$ cat config.mk
export PLATFORM = sky130hd
export DESIGN_NAME = karatsuba_multiplier_seq
export DESIGN_NICKNAME = d
export VERILOG_FILES = /design/src/rtl/karatsuba_multiplier_seq.sv
export SDC_FILE = /design/constraint.sdc
export NUM_CORES = 1
export LEC_CHECK = 0
export BUFFER_PORTS_ARGS = -buffer_cell sky130_fd_sc_hd__buf_2
export CAP_MARGIN = 25
export CORE_UTILIZATION = 60
export CTS_CLUSTER_DIAMETER = 80
export DETAILED_ROUTE_END_ITERATION = 10
export GPL_ROUTABILITY_DRIVEN = 0
export PLACE_DENSITY = 0.9
export RECOVER_POWER = 25
export SLEW_MARGIN = 5
export SYNTH_ARGS = -nofsm -noshare
export SYNTH_HDL_FRONTEND = slang
export SYNTH_SLANG_ARGS = --single-unit
$ cat constraint.sdc
create_clock -name clk -period 7.2 [get_ports clk]
set_clock_uncertainty 0.15 [all_clocks]
set_input_delay 0.72 -clock clk [delete_from_list [all_inputs] [get_ports clk]]
set_output_delay 0.72 -clock clk [all_outputs]
set_load 0.05 [all_outputs]
$ cat src/rtl/karatsuba_multiplier_seq.sv
// rtl/karatsuba_multiplier_seq.sv - sequential Karatsuba multiplier, one shared (N/2+1)-bit multiplier
// Optional signed operands: KARATSUBA_SIGNED_EN
module karatsuba_multiplier_seq #(
    parameter int N = 16
) (
    input  logic             clk,
    input  logic             rst_n,
    input  logic             in_valid,
    output logic             in_ready,
    input  logic [N-1:0]     a,
    input  logic [N-1:0]     b,
`ifdef KARATSUBA_SIGNED_EN
    input  logic             is_signed,
`endif
    output logic             out_valid,
    input  logic             out_ready,
    output logic [2*N-1:0]   result,
    output logic             busy
);
    localparam int H = N / 2;

    typedef enum logic [2:0] {
        ST_IDLE, ST_P_LO, ST_P_HI, ST_P_MID, ST_COMBINE, ST_DONE
    } state_t;

    state_t           r_state;
    logic [N-1:0]     r_a;
    logic [N-1:0]     r_b;
    logic [2*H-1:0]   r_p_lo;
    logic [2*H-1:0]   r_p_hi;
    logic [2*H+1:0]   r_p_mid;
    logic [2*N-1:0]   r_result;
    logic             r_out_valid;
    logic             r_in_ready;
    logic             r_neg;

    logic [N-1:0]     w_a_in;
    logic [N-1:0]     w_b_in;
    logic             w_neg_in;
    logic [H:0]       w_sum_a;
    logic [H:0]       w_sum_b;
    logic [H:0]       w_mul_x;
    logic [H:0]       w_mul_y;
    logic [2*H+1:0]   w_mul_p;
    logic [2*H+1:0]   w_mid;
    logic [2*N-1:0]   w_comb;
    logic [2*N-1:0]   w_final;

`ifdef KARATSUBA_SIGNED_EN
    // One extra bit so that the most negative operand has a representable magnitude
    logic [N:0] w_a_ext, w_b_ext, w_a_mag, w_b_mag;
    assign w_a_ext  = {is_signed & a[N-1], a};
    assign w_b_ext  = {is_signed & b[N-1], b};
    assign w_a_mag  = w_a_ext[N] ? (~w_a_ext + {{N{1'b0}}, 1'b1}) : w_a_ext;
    assign w_b_mag  = w_b_ext[N] ? (~w_b_ext + {{N{1'b0}}, 1'b1}) : w_b_ext;
    assign w_a_in   = w_a_mag[N-1:0];
    assign w_b_in   = w_b_mag[N-1:0];
    assign w_neg_in = w_a_ext[N] ^ w_b_ext[N];
    assign w_final  = r_neg ? (~w_comb + {{(2*N-1){1'b0}}, 1'b1}) : w_comb;
`else
    assign w_a_in   = a;
    assign w_b_in   = b;
    assign w_neg_in = 1'b0;
    assign w_final  = w_comb;
`endif

    assign w_sum_a = {1'b0, r_a[H-1:0]} + {1'b0, r_a[N-1:H]};
    assign w_sum_b = {1'b0, r_b[H-1:0]} + {1'b0, r_b[N-1:H]};

    always_comb begin
        w_mul_x = w_sum_a;
        w_mul_y = w_sum_b;
        case (r_state)
            ST_P_LO: begin
                w_mul_x = {1'b0, r_a[H-1:0]};
                w_mul_y = {1'b0, r_b[H-1:0]};
            end
            ST_P_HI: begin
                w_mul_x = {1'b0, r_a[N-1:H]};
                w_mul_y = {1'b0, r_b[N-1:H]};
            end
            default: ;
        endcase
    end

    assign w_mul_p = {{(H+1){1'b0}}, w_mul_x} * {{(H+1){1'b0}}, w_mul_y};

    // Middle term is non-negative by construction, so plain unsigned subtraction suffices
    assign w_mid  = r_p_mid - {2'b00, r_p_hi} - {2'b00, r_p_lo};
    assign w_comb = {r_p_hi, {N{1'b0}}}
                  + ({{(2*N-2*H-2){1'b0}}, w_mid} << H)
                  + {{(2*N-2*H){1'b0}}, r_p_lo};

    always_ff @(posedge clk) begin
        if (!rst_n) begin
            r_state     <= ST_IDLE;
            r_a         <= '0;
            r_b         <= '0;
            r_p_lo      <= '0;
            r_p_hi      <= '0;
            r_p_mid     <= '0;
            r_result    <= '0;
            r_out_valid <= 1'b0;
            r_in_ready  <= 1'b0;
            r_neg       <= 1'b0;
        end else begin
            case (r_state)
                ST_IDLE: begin
                    r_in_ready <= 1'b1;
                    if (in_valid && r_in_ready) begin
                        r_a        <= w_a_in;
                        r_b        <= w_b_in;
                        r_neg      <= w_neg_in;
                        r_in_ready <= 1'b0;
                        r_state    <= ST_P_LO;
                    end
                end
                ST_P_LO: begin
                    r_p_lo  <= w_mul_p[2*H-1:0];
                    r_state <= ST_P_HI;
                end
                ST_P_HI: begin
                    r_p_hi  <= w_mul_p[2*H-1:0];
                    r_state <= ST_P_MID;
                end
                ST_P_MID: begin
                    r_p_mid <= w_mul_p;
                    r_state <= ST_COMBINE;
                end
                ST_COMBINE: begin
                    r_result    <= w_final;
                    r_out_valid <= 1'b1;
                    r_state     <= ST_DONE;
                end
                ST_DONE: begin
                    if (out_ready) begin
                        r_out_valid <= 1'b0;
                        r_in_ready  <= 1'b1;
                        r_state     <= ST_IDLE;
                    end
                end
                default: r_state <= ST_IDLE;
            endcase
        end
    end

    assign in_ready  = r_in_ready;
    assign out_valid = r_out_valid;
    assign result    = r_result;
    assign busy      = (r_state != ST_IDLE);
endmodule

Word-level counts from Yosys, hierarchy flattened
Cells that the tools add are included.
{"block": "totals", "reg_bits": 119, "in_bits": 36, "out_inout_bits": 35}
{"block": "op_classes", "addsub": 6, "n_mul": 1, "n_eq_ne": 7, "mux": 10, "reduce_logical": 9}
{"cell": "$pmux W9 S2", "n": 2}
{"cell": "$sub A18 B16 Y18", "n": 2}
{"cell": "$add A32 B16 Y32", "n": 1}
{"cell": "$add A32 B26 Y32", "n": 1}
{"cell": "$add A8 B8 Y9", "n": 2}
{"cell": "$mul A9 B9 Y18", "n": 1}
{"cell": "$pmux W3 S6", "n": 1}
{"cell": "$reduce_and A2 Y1", "n": 4}
{"cell": "$eq A3 B2 Y1 const B", "n": 2}
{"cell": "$eq A3 B3 Y1 const B", "n": 2}
{"cell": "$mux W3", "n": 2}
{"cell": "$ne A2 B2 Y1 const B", "n": 2}
{"cell": "$pmux W1 S2", "n": 2}
{"cell": "$reduce_bool A2 Y1", "n": 2}
{"cell": "$eq A3 B1 Y1 const B", "n": 1}
{"cell": "$logic_not A3 Y1", "n": 1}
{"cell": "$mux W1", "n": 3}
{"cell": "$reduce_bool A3 Y1", "n": 1}
{"cell": "$logic_and A1 B1 Y1", "n": 1}

Logic depth before layout (Yosys ltp)
Gate-level depths: netlist of the first run.
{"block": "logic_depth", "depth_word": 4, "depth_mapped": 25}

Worst setup path before layout of the first run
No wires, ideal clock.
{"block": "synth_path", "kind": "register -> register", "start": "register r_b[0]", "end": "register r_p_hi[15]", "t_arrival_ns": 5.575, "required_ns": 6.944, "path_slack_ns": 1.369, "stages_incl_launch_ff": 23, "path_buffers": 1, "synth_period_minus_slack_ns": 5.831, "path_cell_list": "dfxtp_1 ha_1 inv_1 fa_1 nor2b_1 o21ai_0 a21boi_1 o21ai_0 a211o_1 buf_2 a21oi_1 fa_1 fa_1 fa_1 inv_1 fa_1 inv_1 ha_1 a211oi_1 o21ai_0 o211a_1 a31o_2 o311ai_0"}
{"block": "synth_via", "elab_chain_len": 3}
{"element": "from (decl)", "line": "28", "text": "logic [N-1:0] r_b;"}
{"element": "from (signal assigned)", "line": "112", "text": "r_b <= w_b_in;"}
{"element": "$add A8 B8 Y9", "line": "68", "text": "assign w_sum_b = {1'b0, r_b[H-1:0]} + {1'b0, r_b[N-1:H]};"}
{"element": "$pmux W9 S2 *", "line": "73", "text": "case (r_state)"}
{"element": "$mul A9 B9 Y18 *", "line": "86", "text": "assign w_mul_p = {{(H+1){1'b0}}, w_mul_x} * {{(H+1){1'b0}}, w_mul_y};"}
{"element": "to (signal assigned)", "line": "123", "text": "r_p_hi <= w_mul_p[2*H-1:0];"}
{"element": "to (decl)", "line": "30", "text": "logic [2*H-1:0] r_p_hi;"}
Mark *: on every way between the ends. The rest lies on a longest branch, timed or not.
A chain may end at the register's enable or synchronous reset.

Final worst setup path of the first run
{"block": "layout_path", "start": "register r_a[8]", "end": "register r_p_mid[12]"}
{"block": "layout_via", "elab_chain_len": 3}
{"element": "from (decl)", "line": "27", "text": "logic [N-1:0] r_a;"}
{"element": "from (signal assigned)", "line": "111", "text": "r_a <= w_a_in;"}
{"element": "$add A8 B8 Y9", "line": "67", "text": "assign w_sum_a = {1'b0, r_a[H-1:0]} + {1'b0, r_a[N-1:H]};"}
{"element": "$pmux W9 S2 *", "line": "73"}
{"element": "$mul A9 B9 Y18 *", "line": "86"}
{"element": "to (signal assigned)", "line": "127", "text": "r_p_mid <= w_mul_p;"}
{"element": "to (decl)", "line": "31", "text": "logic [2*H+1:0] r_p_mid;"}
Marks and branches as above.

==> results of run 1 <==
-- where the power goes --
| part | switching [mW] | internal (mW) | total, mW |
|---|---|---|---|
| clock | 0.316 | 0.596 | 0.912 |
| sequential | 0.0333 | 0.687 | 0.720 |
| combinational | 0.766 | 0.440 | 1.21 |
-- area by class of cell --
class,instances,area (sq um),share of cell area
Tap cell,220,275.3,0.02441
Inverter,127,476.7,0.04228
Timing Repair Buffer,79,386.6,0.03429
Sequential cell,119,2382,0.2113
Clock buffer,20,456.7,0.04050
Multi-Input combinational cell,987,7123,0.6317
Clock inverter,12,175.2,0.01553
-- critical path, cell delays in order (launching register included) --
cell,delay (ns)
dfxtp_1,0.37
ha_1,0.18
inv_1,0.05
fa_1,0.37
nor2b_1,0.16
o21ai_0,0.13
a21boi_0,0.35
nor3_1,0.11
a221oi_2,0.61
a21oi_1,0.13
fa_1,0.51
fa_1,0.53
fa_1,0.55
inv_1,0.05
fa_1,0.52
inv_1,0.04
ha_1,0.25
or4_1,0.56
o21ai_0,0.28
xor2_1,0.33
a211oi_1,0.13
-- worst max-delay path by stage --
| stage | cells after the start | slack, ns | from | endpoint |
|---|---|---|---|---|
| 6_report | 20 | 0.53 | r_a[8] | r_p_mid[12] |
| 5_1_grt | 21 | 0.12 | r_a[0] | r_p_lo[15] |
| 4_1_cts | 17 | 0.68 | r_state[0] | r_p_hi[15] |
| 3_5_place_dp | 21 | 0.73 | r_a[8] | r_p_hi[15] |
| 3_3_place_gp | 21 | 1.05 | r_a[0] | r_p_hi[15] |
| 2_1_floorplan | 22 | 1.37 | r_b[0] | r_p_hi[15] |
-- cell families after synthesis --
family / synth area share
simple gates: 0.2011
buf+inv: 0.07468
fa+ha+maj: 0.2454
compound gates: 0.2178
flops: 0.2320
xor+xnor: 0.02900
-- sequential cells by signal (all words and copies together) (netlist names) --
register	cells
out_valid	1
r_p_lo	16
result	32
in_ready	1
r_b	16
r_state	3
r_p_hi	16
r_p_mid	18
r_a	16
-- stage by stage --
step,util,total power [mW]
after floorplan,-,1.667
after global placement,0.6406,1.851
after detailed placement,0.6415,1.878
after CTS,0.6794,2.806
after global routing,0.6775,2.995
final,0.6775,2.838
-- layout by cell type, fill, tap and decap left out, types with 5 or more instances in the layout --
| master | n |
|---|---|
| a211o_1 | 5 |
| a211oi_1 | 23 |
| a21o_1 | 21 |
| a21oi_1 | 142 |
| a22oi_1 | 10 |
| a31oi_1 | 5 |
| buf_2 | 36 |
| buf_4 | 6 |
| clkbuf_1 | 36 |
| clkbuf_16 | 17 |
| dfxtp_1 | 119 |
| fa_1 | 69 |
| ha_1 | 91 |
| inv_1 | 127 |
| nand2_1 | 184 |
| nand2b_1 | 10 |
| nand3_1 | 46 |
| nand4_1 | 14 |
| nor2_1 | 111 |
| nor2b_1 | 13 |
| nor3_1 | 18 |
| o211ai_1 | 10 |
| o21a_1 | 10 |
| o21ai_0 | 45 |
| o21bai_1 | 6 |
| o22a_1 | 8 |
| o22ai_1 | 5 |
| o311ai_0 | 5 |
| o31ai_1 | 5 |
| or2_2 | 13 |
| or3_1 | 7 |
| xnor2_1 | 26 |
| xor2_1 | 8 |
-- metal layers --
layer | up-vias | share of wire
met5 | - | 0
met4 | 0 | 0.042
met3 | 116 | 0.081
met2 | 497 | 0.48
met1 | 4524 | 0.40
li1 | 4534 | -
==> results.md, run 1 <==
* Outcome: finished, violations left
* Failing checks: max-capacitance violations, max-slew violations
* M1 GR Usage at 0.3630
* WP data required at 7.18 ns
* GRT met3 Usage at 0.05824
* Port Buffers at 70
* CTS tree: done
* IO Pins at just over 70
* Hold Buf Count CTS at 0
* HP Class: flip-flop to flip-flop
* Ys async rst share at 0
* RSZ-0062 raised after global routing: no
* Tmin final at ~6.7 ns
* FF+latch count, synth at 119
* Area delta synth->final at 9.795%
* GRT Util Overall at 0.3046
* Met2 GRT Util at 0.5183
* Post-synth top area cell: dfxtp_1
* H-tree depth at 4
* Reg2Reg Depth at 20
* Final Hold Fails at 0
* FILL cells at roughly 1300
* Most common cell in the netlist: nand2_1
* Final setup violation count at 0
* Die W at 132.8 um
* Pins Over Slew Limit at 78
* Drt pass-1 iters at 7
* Die H at 132.8 um
* Post-synth net total at 1495
* DP Area at 0.01068 sq mm
* Post-route ant nets at 0
* Max-slew headroom at -1.276
* Detailed Route WL at 25.97 mm
* Cell area power density at 251.7 mW/mm^2
* Synth cell types at 77
* CTS Root Cell: clkbuf_16
* Postcts setup bufs at 0
* Fmax at between 150 and 200 MHz
* WP data arrival at roughly 6.7 ns
* Num rows at 47
* Syn Inst Count at 1299
* Routed vias/inst at 6.184
* Ys Warns at 0
* Vias in the first global route at ~9400
* Synth top area cells: dfxtp_1 23%, fa_1 13%, ha_1 11%, a21oi_1 6.9%, nand2_1 6.7%
* DP Worst Slack at 0.7290 ns
* Mean post-synth cell area at 7.906 sq um
* Die ar. at around 0.018 sq mm
* Hold endpoint: result[14]
* Placed wire-length estimate at 18.56 mm
* Slew @ Worst Pin at 3.413 ns
* Post-synthesis sequential area ratio at 0.2320
* Post-synth top cells: 184 x nand2_1, 142 x a21oi_1, 127 x inv_1
* Cts repair resizes at 0
* Mapped cell area at 0.01027 sq mm
* Clock Path Buffers at 2
* CP Capture Type: flip-flop
* Initial Util at 0.6171
* Post-synth top flop: dfxtp_1
* Origin of the worst min-delay path: result[14]
* CTS clk-pin slew, worst paths at 0.05 ns
* Layout cell share with drive strength beyond 1 at 0.08036
* Via count at 9671
* Max IR drop VDD at between 0.00015 and 0.0002 V
* First-pass GRT wire length at 43.57 mm
* R2R Path End: r_p_mid[12]
* R2r setup slk at 0.53 ns
* Routed len/inst at 16.60 um
* Total grt overflow at 0
* Final period util at 0.9259
* Max-cap violations at 1
* Nets at between 1500 and 2000
* Design Area, Final at 0.01128 sq mm
* TNS Setup at 0 ns
* Worst R2R Start: r_a[8]
* Leak at 4.694 nW
* Skew-Pair Late Insertion Delay at 0.43 ns
* Fin cells at 1564
* Largest net degree at the start of global routing at 78
* Hold slack at roughly 0.3 ns
* CTS buffer count at 17
* Core ar. at 0.01664 sq mm
* Initial antenna violation count at 0
* Crit path max fanout at 9
* EDFF count, synth at 0
* Startpoint Class: flip-flop
* Placed Cells at 1531
* Clk sinks at 119
* CP Class: flip-flop to flip-flop
* Synth top area share at 0.2320
* GR peak layer: met2
* DRC violations left at 0
* 1st-iter DRT viols at slightly above 1000
* Antenna fix cells at 0
* WHS Path Cells at 2
* Post-route setup slack at 0.5337 ns
No activity file was read; power rests on OpenSTA's default activity.
==> run 2, diff against run 1 <==
Settings changed: CORE_ASPECT_RATIO set to 0.6, SETUP_SLACK_MARGIN set to 0.02.
==> results.md, run 2 (same netlist as run 1, synthesis figures left out) <==
* Fmax at between 100 and 150 MHz
* CTS buffer count at 17
* Post-route ant nets at 0
* WP data arrival at between 7 and 8 ns
* Max-slew headroom at -1.842
* Initial antenna violation count at 0
* Internal power at 1.659 mW
* Tmin final at 6.907 ns
* Clock Path Buffers at 2
* Logic gate share of total power at 0.447
* Cell area power density at around 250 mW/mm^2
* Max-cap violations at 2
* Detailed Route WL at 28.69 mm
* Fin cells at around 1600
* Switching share of power at 0.4188
* Clk sinks at about 120
* Clk pwr share at 0.300
* Final setup violation count at 0
* Reg2Reg Depth at 21
* Setup crit end: r_p_mid[15]
* WP data required at roughly 7.4 ns
* CP Capture Type: flip-flop
* Num rows at 36
* Placed wire-length estimate at 20.63 mm
* Sequential power share at 0.253
* Origin of the worst min-delay path: result[19]
* Die H at 103.3 um
* RSZ-0062 raised after global routing: no
* Commonest non-fill, non-tap cell in the layout: nand2_1
* R2r setup slk at 0.29 ns
* Failing checks: max-capacitance violations, max-slew violations
* Initial Util at 0.6230
* Antenna fix cells at 0
* TNS Setup at 0 ns
* CTS Root Cell: clkbuf_16
* Most frequent cells in the layout: 184 x nand2_1, 142 x a21oi_1, 126 x inv_1
* Drt pass-1 iters at 7
* Vias in the first global route at roughly 9200
* Max IR drop VDD at 0.0001765 V
* R2R Path End: r_p_mid[15]
* Routed len/inst at 18.24 um
* Nets at 1529
* Worst R2R Start: r_b[0]
* GRT Util Overall at 0.3325
* Skew-Pair Late Insertion Delay at 0.42 ns
* First-pass GRT wire length at 45.64 mm
* Total grt overflow at 0
* Routed vias/inst at 6.324
* Startpoint Class: flip-flop
* Die ar. at 0.01766 sq mm
* Pins Over Slew Limit at 136
* Area delta synth->final at 9.649%
* Via count at 9947
* 1st-iter DRT viols at 1072
* Die W at approximately 170 um
* CTS tree: done
* HP Class: flip-flop to flip-flop
* Max FFs per register at 32
* Core ar. at 0.01649 sq mm
* Slew @ Worst Pin at 4.263 ns
* Layout cell share with drive strength beyond 1 at 0.07955
* H-tree depth at 4
* Final Hold Fails at 0
* Largest net degree at the start of global routing at roughly 100
* CTS clk-pin slew, worst paths at ~0.060 ns
* Crit path launch: r_b[0]
* Outcome: finished, violations left
* DRC violations left at 0
* Port Buffers at 70
* Crit path max fanout at 9
* Psw at 1.196 mW
* Leak at 4.678 nW
* IO Pins at 71
* Final period util at 0.9594
* Placed Cells at 1540
* CP Class: flip-flop to flip-flop
run 2: changes by cell type in the layout (fill, tap and decap cells not counted), moves of 2 or more:
cell        before  now
buf_4            6    8
bufinv_16        4    2
clkbuf_1        36   38
clkinvlp_4       3    1
inv_6            0    2
run 2: power by group through the flow:
stage / clock network (mW) / registers, mW / logic (mW)
global route: 0.887 / 0.725 / 1.37
finish: 0.855 / 0.723 / 1.28
CTS: 0.855 / 0.720 / 1.21
global placement: 0 / 0.732 / 1.13
floorplan: 0 / 0.727 / 0.939
detailed placement: 0 / 0.734 / 1.18
run 2: stage by stage:
step / worst slack, ns / power, mW / cell area (sq um) / hold slack [ns] / utilization
final: 0.2926 / 2.855 / 11260 / 0.3036 / 0.6831
after global routing: 0.05908 / 2.982 / 11260 / 0.3266 / 0.6831
after CTS: 0.3890 / 2.790 / 11270 / 0.3046 / 0.6839
after detailed placement: 0.4399 / 1.914 / 10690 / 0.2972 / 0.6486
after global placement: 0.9226 / 1.863 / 10680 / 0.2855 / 0.6477
after floorplan: 1.369 / 1.667 / 10270 / 0.2952 / -
run 2: worst min path at each step:
| stage | endpoint | cells after the start |
|---|---|---|
| after floorplan | result[0] | 2 |
| after global placement | result[11] | 2 |
| after detailed placement | result[9] | 2 |
| after CTS | result[19] | 2 |
| after global routing | result[11] | 2 |
| final | result[19] | 2 |
run 2: critical path, cell delays in order, from the launching register on:
cell      delay, ns
dfxtp_1        0.38
ha_1           0.20
inv_1          0.06
fa_1           0.37
nor2b_1        0.18
o21ai_0        0.15
a21boi_1       0.27
nor3_1         0.10
a221oi_2       0.66
nor2_1         0.17
fa_1           0.58
fa_1           0.46
fa_1           0.55
inv_1          0.05
fa_1           0.53
inv_1          0.04
ha_1           0.38
a211oi_1       0.43
o21ai_0        0.17
o211a_1        0.29
a31o_2         0.30
o311ai_0       0.33
run 2: layer usage:
metal	global-route usage	wire (um)	up-vias
li1	-	-	4543
met1	0.4593	12150	4665
met2	0.4951	12010	653
met3	0.1001	3842	86
met4	0.1168	684	0
met5	0	0	-
run 2: final cells by class:
class                           instances  area (sq um)
Tap cell                              228         285.3
Fill cell                            1255          5225
Multi-Input combinational cell        987          7134
Sequential cell                       119          2382
Inverter                              127         476.7
Clock buffer                           21         460.4
Clock inverter                         10         121.4
Timing Repair Buffer                   81         400.4
run 2: repair_timing:
| item | in CTS | in global routing |
|---|---|---|
| gates resized for setup | 0 | 1 |
| hold buffers | 0 | 0 |
| setup endpoints to repair | 0 | 3 |
| buffers inserted | 0 | 0 |
| endpoints found under the hold margin | 0 | 0 |
